$ cat config.mk
export PLATFORM = sky130hd
export DESIGN_NAME = vga_timing_gen
export DESIGN_NICKNAME = d
export VERILOG_FILES = /design/src/rtl/vga_timing_gen.sv
export SDC_FILE = /design/constraint.sdc
export NUM_CORES = 1
export LEC_CHECK = 0
export BUFFER_PORTS_ARGS = -buffer_cell sky130_fd_sc_hd__buf_2
export CAP_MARGIN = 30
export CORE_AREA = 3 3 106 87
export DETAILED_ROUTE_END_ITERATION = 10
export DIE_AREA = 0 0 109 90
export SKIP_LAST_GASP = 1
export SYNTH_ARGS = -nofsm -noshare
export SYNTH_HDL_FRONTEND = slang
export SYNTH_SLANG_ARGS = --single-unit
$ cat constraint.sdc
create_clock -name clock -period 3 [get_ports clock]
set_input_delay 0.15 -clock clock [delete_from_list [all_inputs] [get_ports clock]]
set_output_delay 0.15 -clock clock [all_outputs]
set_load 0.02 [all_outputs]
$ cat src/rtl/vga_timing_gen.sv
// Parametrised VGA raster timing and test-pattern generator.
// All outputs are registered from the pre-edge (hc,vc) and advance only on pix_en edges.
module vga_timing_gen #(
  parameter int H_ACTIVE   = 800,
  parameter int H_FP       = 40,
  parameter int H_SYNC     = 128,
  parameter int H_BP       = 88,
  parameter int V_ACTIVE   = 600,
  parameter int V_FP       = 1,
  parameter int V_SYNC     = 4,
  parameter int V_BP       = 23,
  parameter bit HS_POL     = 1'b1,
  parameter bit VS_POL     = 1'b1,
  parameter int CNT_W      = 11,
  parameter int COLOR_W    = 1,
  parameter int CHECK_LOG2 = 5
) (
  input  logic               clock,
  input  logic               reset,
  input  logic               pix_en,
  input  logic [1:0]         mode,
  output logic               hs,
  output logic               vs,
  output logic               de,
  output logic [CNT_W-1:0]   x,
  output logic [CNT_W-1:0]   y,
  output logic               frame_start,
  output logic               line_start,
  output logic [COLOR_W-1:0] r,
  output logic [COLOR_W-1:0] g,
  output logic [COLOR_W-1:0] b
);

  localparam int H_TOTAL   = H_ACTIVE + H_FP + H_SYNC + H_BP;
  localparam int V_TOTAL   = V_ACTIVE + V_FP + V_SYNC + V_BP;
  localparam int BAR_W_RAW = H_ACTIVE / 8;
  localparam int BAR_W     = (BAR_W_RAW < 1) ? 1 : BAR_W_RAW;

  localparam logic [CNT_W-1:0] H_LAST   = CNT_W'(H_TOTAL - 1);
  localparam logic [CNT_W-1:0] V_LAST   = CNT_W'(V_TOTAL - 1);
  localparam logic [CNT_W-1:0] H_ACT    = CNT_W'(H_ACTIVE);
  localparam logic [CNT_W-1:0] V_ACT    = CNT_W'(V_ACTIVE);
  localparam logic [CNT_W-1:0] HS_BEG   = CNT_W'(H_ACTIVE + H_FP);
  localparam logic [CNT_W-1:0] HS_END   = CNT_W'(H_ACTIVE + H_FP + H_SYNC);
  localparam logic [CNT_W-1:0] VS_BEG   = CNT_W'(V_ACTIVE + V_FP);
  localparam logic [CNT_W-1:0] VS_END   = CNT_W'(V_ACTIVE + V_FP + V_SYNC);
  localparam logic [CNT_W-1:0] BAR_LAST = CNT_W'(BAR_W - 1);
  localparam logic [COLOR_W-1:0] ONE    = {COLOR_W{1'b1}};

  logic [CNT_W-1:0]   hc, vc, hc_n, vc_n;
  logic [CNT_W-1:0]   bar_cnt, bar_cnt_n;
  logic [2:0]         bar_idx, bar_idx_n;
  logic [1:0]         mode_q, cur_mode;
  logic               origin, de_n, hs_act, vs_act, checker_white;
  logic [COLOR_W-1:0] r_n, g_n, b_n;

  always_comb begin
    hc_n      = hc + 1'b1;
    vc_n      = vc;
    bar_cnt_n = bar_cnt + 1'b1;
    bar_idx_n = bar_idx;
    if (hc == H_LAST) begin
      hc_n      = '0;
      vc_n      = (vc == V_LAST) ? '0 : vc + 1'b1;
      bar_cnt_n = '0;
      bar_idx_n = '0;
    end else if (bar_cnt == BAR_LAST) begin
      // Bar index steps every BAR_W pixels and parks on the last bar.
      bar_cnt_n = '0;
      bar_idx_n = (bar_idx == 3'd7) ? 3'd7 : bar_idx + 3'd1;
    end
  end

  always_comb begin
    origin        = (hc == '0) && (vc == '0);
    // The mode sampled at pixel (0,0) already applies to that pixel.
    cur_mode      = origin ? mode : mode_q;
    de_n          = (hc < H_ACT) && (vc < V_ACT);
    hs_act        = (hc >= HS_BEG) && (hc < HS_END);
    vs_act        = (vc >= VS_BEG) && (vc < VS_END);
    checker_white = ~(hc[CHECK_LOG2] ^ vc[CHECK_LOG2]);
    r_n = ONE;
    g_n = ONE;
    b_n = ONE;
    case (cur_mode)
      2'd1: begin
        r_n = {COLOR_W{~bar_idx[1]}};
        g_n = {COLOR_W{~bar_idx[2]}};
        b_n = {COLOR_W{~bar_idx[0]}};
      end
      2'd2: begin
        r_n = {COLOR_W{checker_white}};
        g_n = {COLOR_W{checker_white}};
        b_n = {COLOR_W{checker_white}};
      end
      2'd3: begin
        r_n = hc[COLOR_W-1:0];
        g_n = hc[COLOR_W-1:0];
        b_n = hc[COLOR_W-1:0];
      end
      default: ;
    endcase
    if (!de_n) begin
      r_n = '0;
      g_n = '0;
      b_n = '0;
    end
  end

  always_ff @(posedge clock or posedge reset) begin
    if (reset) begin
      hc          <= '0;
      vc          <= '0;
      bar_cnt     <= '0;
      bar_idx     <= '0;
      mode_q      <= '0;
      hs          <= ~HS_POL;
      vs          <= ~VS_POL;
      de          <= 1'b0;
      x           <= '0;
      y           <= '0;
      frame_start <= 1'b0;
      line_start  <= 1'b0;
      r           <= '0;
      g           <= '0;
      b           <= '0;
    end else if (pix_en) begin
      hc          <= hc_n;
      vc          <= vc_n;
      bar_cnt     <= bar_cnt_n;
      bar_idx     <= bar_idx_n;
      if (origin) mode_q <= mode;
      hs          <= hs_act ? HS_POL : ~HS_POL;
      vs          <= vs_act ? VS_POL : ~VS_POL;
      de          <= de_n;
      x           <= hc;
      y           <= vc;
      frame_start <= origin;
      line_start  <= (hc == '0);
      r           <= r_n;
      g           <= g_n;
      b           <= b_n;
    end
  end

endmodule

==> results of run 1 <==
-- layout make-up --
type | count | area [um^2] | area share [%]
timing repair buffer | 37 | 193 | 5.25
tap | 108 | 135 | 3.68
multi-input combinational | 204 | 1440 | 39.2
clock buffer | 12 | 145 | 3.96
inverter | 14 | 52.6 | 1.43
antenna | 1 | 2.50 | 0.0682
sequential | 68 | 1700 | 46.4
-- where the power goes --
group / switching, mW / total (mW) / internal, mW / leakage (nW)
Clock: 0.320 / 0.625 / 0.305 / 0.0743
Sequential: 0.146 / 1.18 / 1.03 / 0.879
Combinational: 0.202 / 0.366 / 0.163 / 0.731
Total: 0.668 / 2.17 / 1.50 / 1.68
-- how the worst max path moves through the flow --
stage	cells past startpoint	end
finish	7	r
global route	7	g
CTS	7	r
detailed placement	7	r
global placement	7	b
floorplan	7	b
-- cells in the mapped netlist, types with 3 or more instances --
library cell,n
clkbuf_1,12
nand3_1,16
nand4_1,10
nor4_1,5
nor3_1,9
o221ai_1,3
xnor2_1,13
a21oi_1,3
and4_1,3
o21ai_0,14
ha_1,7
xor2_1,10
inv_1,14
dfrtp_1,68
o31ai_1,6
o22ai_1,3
nand2_1,22
nor2_1,21
mux2_2,24
-- sequential cells by signal (all words and copies together) (netlist names) --
register and cells:
x 11, vs 1, bar_cnt 11, hs 1, g 1, de 1
vc 11, line_start 1, b 1, y 11, mode_q 2, r 1
frame_start 1, bar_idx 3, hc 11
-- critical path, stage by stage (launching register included) --
cell	delay [ps]
dfrtp_1	440
inv_1	130
ha_1	150
or4b_1	460
nor4_1	500
nand3_1	150
a21oi_1	240
o221ai_1	170
-- metal layers --
metal  wire (um)  share of wire (%)  GRT usage (%)
met5           0                  0              0
met4          76                1.1           4.73
met3         442                6.3           4.80
met2        2790                 40           21.1
met1        3750                 53           25.2
-- kinds of logic after synthesis --
group | count (synthesis)
muxes | 26
DFF | 68
xor gates and xnor gates | 23
adders and majority gates | 7
AOI/OAI and AO/OA | 41
buffers and inverters | 31
and+or+nand+nor | 107
-- through the flow --
step / instances / area (um^2) / hold WS (ps)
floorplan: 303 / 3280 / 300
finish: 444 / 3670 / 52.0
global placement: 431 / 3520 / 456
detailed placement: 431 / 3520 / 458
CTS: 443 / 3670 / 87.2
global route: 443 / 3670 / 139
==> impl_metrics.env, run 1 <==
export IMPL_status="finished, final reports clean"
export IMPL_ys_warnings_count=0
export IMPL_fp_dieArea_um2=9810
export IMPL_postCtsSetupRepairBufs=0
export IMPL_io_pins=35
export IMPL_slew_headroom_pct=43.3
export IMPL_drtIter0Drc=101
export IMPL_synthSimpleGateAreaFrac_pct=17.3
export IMPL_worst_slack_ps=621
export IMPL_synth_area_leaders="dfrtp_1 (52%), mux2_2 (8.2%), xnor2_1 (3.5%), ha_1 (2.7%), xor2_1 (2.7%)"
export IMPL_grt_max_degree=69
export IMPL_path_max_fanout=7
export IMPL_rsz0062_at_grt="false"
export IMPL_maxCapViolations=0
export IMPL_grt_pass1_vias=2384
export IMPL_core_rowCount=29
export IMPL_tightest_slew_ps=851
export IMPL_worstReg2RegStart="vc[1]"
export IMPL_finalSetupViolations=0
export IMPL_cp_start_kind="register"
export IMPL_gp_congestion=0.862
export IMPL_leakage_nw=1.68
export IMPL_cts_inserted_buffers=9
export IMPL_rr_endpoint="r"
export IMPL_ys_ff_latch=68
export IMPL_fillers=795
export IMPL_synth_top_area_cell="dfrtp_1"
export IMPL_dieWidth_um=109
export IMPL_grtUsageTotal_pct=16.1
export IMPL_regToRegSetupSlack_ps=620
export IMPL_synth_top_area_share_pct=51.9
export IMPL_postLayoutCoreUtil_pct=45.3
export IMPL_hold_class="input port to async pin"
export IMPL_cts_max_path_buffers=2
export IMPL_max_freq_mhz=420
export IMPL_path_clk_slew_ps=60
export IMPL_syn_nets=315
export IMPL_async_reset_ff_share_pct=100
export IMPL_synth_mux_area_share_pct=8.85
export IMPL_dp_slack_ps=646
export IMPL_grt_ovfl_total=0
export IMPL_min_period_ps=2380
export IMPL_synthCells=303
export IMPL_final_cell_mix="dfrtp_1 (68), buf_2 (34), mux2_2 (24)"
export IMPL_drive_gt1_share_pct=23.9
export IMPL_synthesis_area_um2=3280
export IMPL_areaGrowthSynthToFinish_pct=11.9
export IMPL_p_total_mw=2.17
export IMPL_die_h_um=90
export IMPL_drtAntennaViolNets=0
export IMPL_required_ps=3210
export IMPL_antenna_found_initial=0
export IMPL_route_vias_total=2345
export IMPL_drc=0
export IMPL_via_per_inst=5.28
export IMPL_synth_enable_flop_cells=0
export IMPL_wl_per_cell_um=15.9
export IMPL_drt_pass1_iterations=4
export IMPL_start_util_pct=40.5
export IMPL_ir_worst_vdd_mv=0.331
export IMPL_clk_latency_ps=340
export IMPL_yosys_area_share_adder_pct=2.67
export IMPL_cts_htree_levels=3
export IMPL_rr_worst_depth=7
export IMPL_numPortBuffers=34
export IMPL_synth_xor_area_share_pct=6.14
export IMPL_synth_seq_area_share_pct=51.9
export IMPL_core_area_um2=8090
export IMPL_yosysUniqueCellTypes=48
export IMPL_grt_first_pass_wirelength_mm=12.4
export IMPL_crit_type="register to register"
export IMPL_drv_slew=0
export IMPL_cts_root_buf="clkbuf_8"
export IMPL_place_hpwl_mm=4.78
export IMPL_fin_nets=346
export IMPL_tritoncts="done"
export IMPL_crit_arrival_ps=2590
export IMPL_fin_setup_tns_ps=0
export IMPL_syn_avg_cell_area_um2=10.8
export IMPL_fin_crit_sh_pct=79.3
export IMPL_crit_path_end_kind="register"
export IMPL_synth_compound_area_share_pct=8.89
export IMPL_drt_wl_total_mm=7.07
export IMPL_cts_sinks=68
export IMPL_synth_top_family_by_area="simple AND/OR/NAND/NOR gates"
export IMPL_hold_viol=0
export IMPL_synthFlopType="dfrtp_1"
export IMPL_cts_resized=0
export IMPL_skew_ps=8.39
export IMPL_ctsHoldBuffers=0
export IMPL_p_per_area_nw_per_um2=591
export IMPL_layout_commonest_cell="dfrtp_1"
export IMPL_crit_start="vc[1]"
(Power assumes the default switching activity.)
==> run 2: changes to the inputs <==
==> constraint.sdc (replaced) <==
create_clock -name clock -period 1.91 [get_ports clock]
set_input_delay 0.0955 -clock clock [delete_from_list [all_inputs] [get_ports clock]]
set_output_delay 0.0955 -clock clock [all_outputs]
set_load 0.02 [all_outputs]
==> run 2 against run 1 <==
  * Largest cell class unchanged
  * Critical endpoint is now g
  * The run now ends with setup timing left
  * Sequential cell count is the same
  * Fmax grew 9.7%
  * Wire length grew 4.4%
  * Critical path depth is the same
==> impl_metrics.env, run 2 (synthesized netlist as in run 1, its figures left out) <==
export IMPL_crit_path_end_kind="register"
export IMPL_drive_gt1_share_pct=36.2
export IMPL_cts_sinks=68
export IMPL_grt_max_degree=31
export IMPL_drt_pass1_iterations=4
export IMPL_core_area_um2=8090
export IMPL_stdcell_area_um2=4100
export IMPL_clk_latency_ps=350
export IMPL_fp_dieArea_um2=9810
export IMPL_io_pins=35
export IMPL_grtUsageTotal_pct=16.4
export IMPL_dieWidth_um=109
export IMPL_hold_class="input port to register"
export IMPL_antenna_cells=0
export IMPL_tightest_slew_ps=466
export IMPL_antenna_found_initial=0
export IMPL_path_clk_slew_ps=80
export IMPL_maxCapViolations=0
export IMPL_worst_slack_ps=-260
export IMPL_gp_congestion=0.832
export IMPL_rsz0062_at_grt="true"
export IMPL_drv_slew=0
export IMPL_path_max_fanout=3
export IMPL_tritoncts="done"
export IMPL_grt_pass1_vias=2579
export IMPL_p_total_mw=3.51
export IMPL_place_hpwl_mm=5.42
export IMPL_violations="setup timing"
export IMPL_grt_first_pass_wirelength_mm=12.7
export IMPL_drtAntennaViolNets=0
export IMPL_start_util_pct=40.5
export IMPL_fin_nets=388
export IMPL_placed_cell_area_um2=3830
export IMPL_slew_headroom_pct=68.9
export IMPL_cp_start_kind="register"
export IMPL_cts_max_path_buffers=2
export IMPL_crit_arrival_ps=2420
export IMPL_hold_viol=0
export IMPL_layout_commonest_cell="dfrtp_1"
export IMPL_fin_setup_tns_ps=-766
export IMPL_grt_ovfl_total=0
export IMPL_via_per_inst=5.25
export IMPL_drc=0
export IMPL_finalSetupViolations=4
export IMPL_status="finished with violations"
export IMPL_numPortBuffers=34
export IMPL_crit_type="register to register"
export IMPL_drtIter0Drc=191
export IMPL_areaGrowthSynthToFinish_pct=25.0
export IMPL_core_rowCount=29
export IMPL_required_ps=2170
export IMPL_cts_root_buf="clkbuf_8"
export IMPL_ir_worst_vdd_mv=0.508
export IMPL_cts_inserted_buffers=9
export IMPL_die_h_um=90
export IMPL_leakage_nw=1.93
export IMPL_route_vias_total=2569
export IMPL_cts_htree_levels=3
export IMPL_p_per_area_nw_per_um2=858
export IMPL_final_cell_mix="dfrtp_1 (67), buf_4 (40), buf_2 (34)"
export IMPL_min_period_ps=2170
export IMPL_wl_per_cell_um=15.1
export IMPL_max_freq_mhz=461
export IMPL_drt_wl_total_mm=7.37
export IMPL_fin_crit_sh_pct=114
export IMPL_skew_ps=12.9
run 2: changes by cell type in the layout (fill, tap and decap cells not counted), sizes merged:
| cell | delta |
|---|---|
| buf | +41 |
| clkinv | +3 |
| clkbuf | +1 |
| diode | -1 |
| dlygate4sd3 | +1 |
run 2: layout make-up:
class                           count  area (um^2)
Fill cell                         755         3990
Clock buffer                       13          139
Tap cell                          108          135
Multi-Input combinational cell    204         1510
Clock inverter                      3         15.0
Timing Repair Buffer               79          543
Inverter                           14         52.6
Sequential cell                    68         1700
run 2: path summary, 6_finish.rpt:
| path | start | endpoint | slack (ps) | depth (start not counted) |
|---|---|---|---|---|
| max in group asynchronous | reset | y[0] | 900 | 5 |
| min | mode[0] | mode_q[0] | 80 | 2 |
| min reg2reg | de | de | 490 | 1 |
| max | vc[0] | g | -260 | 7 |
| max reg2reg | vc[0] | g | -260 | 7 |
| min in group asynchronous | reset | vc[8] | 300 | 3 |
run 2: critical path, cell delays in order (launching register included):
cell,delay (ps)
dfrtp_2,410
inv_2,70
ha_4,110
or4b_4,450
or4_4,520
a2111oi_4,220
o21ai_2,100
o221ai_1,190
run 2: repair_timing:
action,in CTS,in global routing
setup endpoints to repair,9,27
resized for setup,3,11
hold buffers,1,0
pin swaps,2,2
endpoints found under the hold margin,20,0
setup buffers,1,3
cloned,0,0
run 2: per-layer routing:
layer / share of wire [%] / up-vias / GRT usage (%)
met2: 43 / 72 / 22.5
met3: 6.4 / 11 / 5.23
met5: 0 / - / 0
met1: 50 / 1249 / 24.3
li1: - / 1237 / -
met4: 1.4 / 0 / 5.36
run 2: where the power goes:
group / switching, mW / total [mW] / internal [mW] / leakage, nW
clock network: 0.520 / 0.986 / 0.467 / 0.0812
logic: 0.395 / 0.729 / 0.333 / 0.972
registers: 0.181 / 1.80 / 1.62 / 0.878
run 2: through the flow:
step	util [%]	setup slack, ps	std cells	hold WS, ps
after global routing	50.6	-368	489	76.7
after floorplan	-	-227	303	246
final	50.6	-260	489	76.1
after detailed placement	47.4	-242	468	150
after global placement	47.4	-197	468	133
after CTS	49.7	-259	486	61.4
==> run 3: changes to the inputs <==
--- a/config.mk
+++ b/config.mk
@@ -7,9 +7,10 @@
 export LEC_CHECK = 0
 export BUFFER_PORTS_ARGS = -buffer_cell sky130_fd_sc_hd__buf_2
 export CAP_MARGIN = 30
-export CORE_AREA = 3 3 106 87
+export CORE_AREA = 3 3 92 77
 export DETAILED_ROUTE_END_ITERATION = 10
-export DIE_AREA = 0 0 109 90
+export DIE_AREA = 0 0 95 80
+export PLACE_DENSITY = 0.75
 export SKIP_LAST_GASP = 1
 export SYNTH_ARGS = -nofsm -noshare
 export SYNTH_HDL_FRONTEND = slang
==> run 3 against run 2 <==
  * The flow still finishes with violations (setup timing)
  * Largest cell class unchanged
  * Critical path depth unchanged
  * Fmax down 0.15%
  * Core utilization up 16 points
  * Die area down 23%
  * Register-to-register slack about the same
==> impl_metrics.env, run 3 (synthesized netlist as in run 1, its figures left out) <==
export IMPL_status="finished with violations"
export IMPL_violations="setup timing"
export IMPL_grt_first_pass_wirelength_mm=13.1
export IMPL_grt_max_degree=41
export IMPL_p_per_area_nw_per_um2=904
export IMPL_antenna_cells=0
export IMPL_crit_arrival_ps=2420
export IMPL_io_pins=35
export IMPL_p_total_mw=3.77
export IMPL_min_period_ps=2170
export IMPL_start_util_pct=52.2
export IMPL_final_cell_mix="dfrtp_1 (67), buf_4 (39), buf_2 (34)"
export IMPL_grt_pass1_vias=2648
export IMPL_path_clk_slew_ps=70
export IMPL_via_per_inst=5.63
export IMPL_hold_class="input port to register"
export IMPL_cts_max_path_buffers=2
export IMPL_cts_htree_levels=3
export IMPL_dp_cells=444
export IMPL_cp_slowest_cell="or4b_4"
export IMPL_drtIter0Drc=168
export IMPL_rsz0062_at_grt="true"
export IMPL_fin_nets=388
export IMPL_required_ps=2160
export IMPL_max_stage_delay_ps=460
export IMPL_core_rowCount=26
export IMPL_tightest_slew_ps=418
export IMPL_fin_crit_sh_pct=114
export IMPL_route_vias_total=2614
export IMPL_max_freq_mhz=460
export IMPL_ir_worst_vdd_mv=0.770
export IMPL_die_h_um=80
export IMPL_crit_path_end_kind="register"
export IMPL_drv_slew=0
export IMPL_slew_headroom_pct=71.9
export IMPL_crit_type="register to register"
export IMPL_cp_start_kind="register"
export IMPL_drive_gt1_share_pct=39.5
export IMPL_areaGrowthSynthToFinish_pct=27.2
export IMPL_cts_inserted_buffers=9
export IMPL_drt_pass1_iterations=4
export IMPL_crit_chain="inv_2 > ha_1 > or4b_4 > or4_4 > a2111oi_4 > o21ai_2 > o221ai_1"
export IMPL_path_max_fanout=3
export IMPL_leakage_nw=1.99
export IMPL_tritoncts="done"
export IMPL_drtAntennaViolNets=0
export IMPL_numPortBuffers=34
export IMPL_drc=0
export IMPL_fp_dieArea_um2=7600
export IMPL_fillers=465
export IMPL_hold_viol=0
export IMPL_dieWidth_um=95
export IMPL_postLayoutCoreUtil_pct=66.4
export IMPL_grt_ovfl_total=0
export IMPL_cts_root_buf="clkbuf_8"
export IMPL_finalSetupViolations=5
export IMPL_drt_wl_total_mm=7.83
export IMPL_maxCapViolations=0
export IMPL_antenna_found_initial=0
export IMPL_gp_congestion=0.796
export IMPL_clk_latency_ps=340
export IMPL_stdcell_area_um2=4170
export IMPL_grtUsageTotal_pct=22.5
export IMPL_regToRegSetupSlack_ps=-260
export IMPL_core_area_um2=6280
export IMPL_fin_cells=464
export IMPL_layout_commonest_cell="dfrtp_1"
export IMPL_placed_cell_area_um2=3800
export IMPL_cts_sinks=68
export IMPL_wl_per_cell_um=16.9
export IMPL_place_hpwl_mm=5.37
export IMPL_worst_slack_ps=-263
export IMPL_skew_ps=6.17
[run 3: area by class of cell]
cell class / instances / area (um^2) / share of cell area [%]
Inverter: 14 / 52.6 / 1.26
Clock inverter: 1 / 30.0 / 0.720
Multi-Input combinational cell: 204 / 1560 / 37.4
Tap cell: 84 / 105 / 2.52
Sequential cell: 68 / 1700 / 40.8
Timing Repair Buffer: 79 / 547 / 13.1
Clock buffer: 14 / 173 / 4.14
[run 3: report_power, final]
part           internal, mW  leakage [nW]  switching, mW
clock network         0.705         0.103          0.510
registers              1.62         0.878          0.195
logic                 0.345          1.01          0.397
[run 3: final timing paths]
check,start,endpoint,cells past startpoint
worst max-delay path,vc[0],g,7
worst min-delay path,mode[0],mode_q[0],2
worst max register to register,vc[0],g,7
worst min register to register,x[1],x[1],1
max in group asynchronous,reset,vc[0],4
min in group asynchronous,reset,y[8],3
[run 3: per-stage QoR]
step,hold WS [ps],TNS [ps],worst slack [ps]
after floorplan,246,-846,-227
after global placement,-7.12,-660,-223
after detailed placement,-4.12,-1020,-305
after CTS,89.5,-798,-255
after global routing,86.9,-1150,-314
final,108,-773,-263
[run 3: critical path: cells and delay by family, from the launching register on]
| family | cells | cell delay (ps) |
|---|---|---|
| adder cells (fa/ha/maj) | 1 | 130 |
| buffers and inverters | 1 | 50 |
| AO/OA/AOI/OAI | 3 | 560 |
| flip-flops | 1 | 410 |
| AND/OR/NAND/NOR | 2 | 920 |
[run 3: timing repair]
action	in CTS	in global routing
pin swaps	3	7
buffers inserted	0	4
endpoints found under the hold margin	68	0
setup endpoints to repair	13	28
gates resized for setup	9	24
hold buffers	1	0
[run 3: metal layers]
layer	share of wire [%]	vias up	global-route usage, %
met5	0	-	0
met4	1.4	0	6.20
met3	5.4	13	7.07
met2	45	79	34.2
met1	48	1301	31.0
li1	-	1221	-
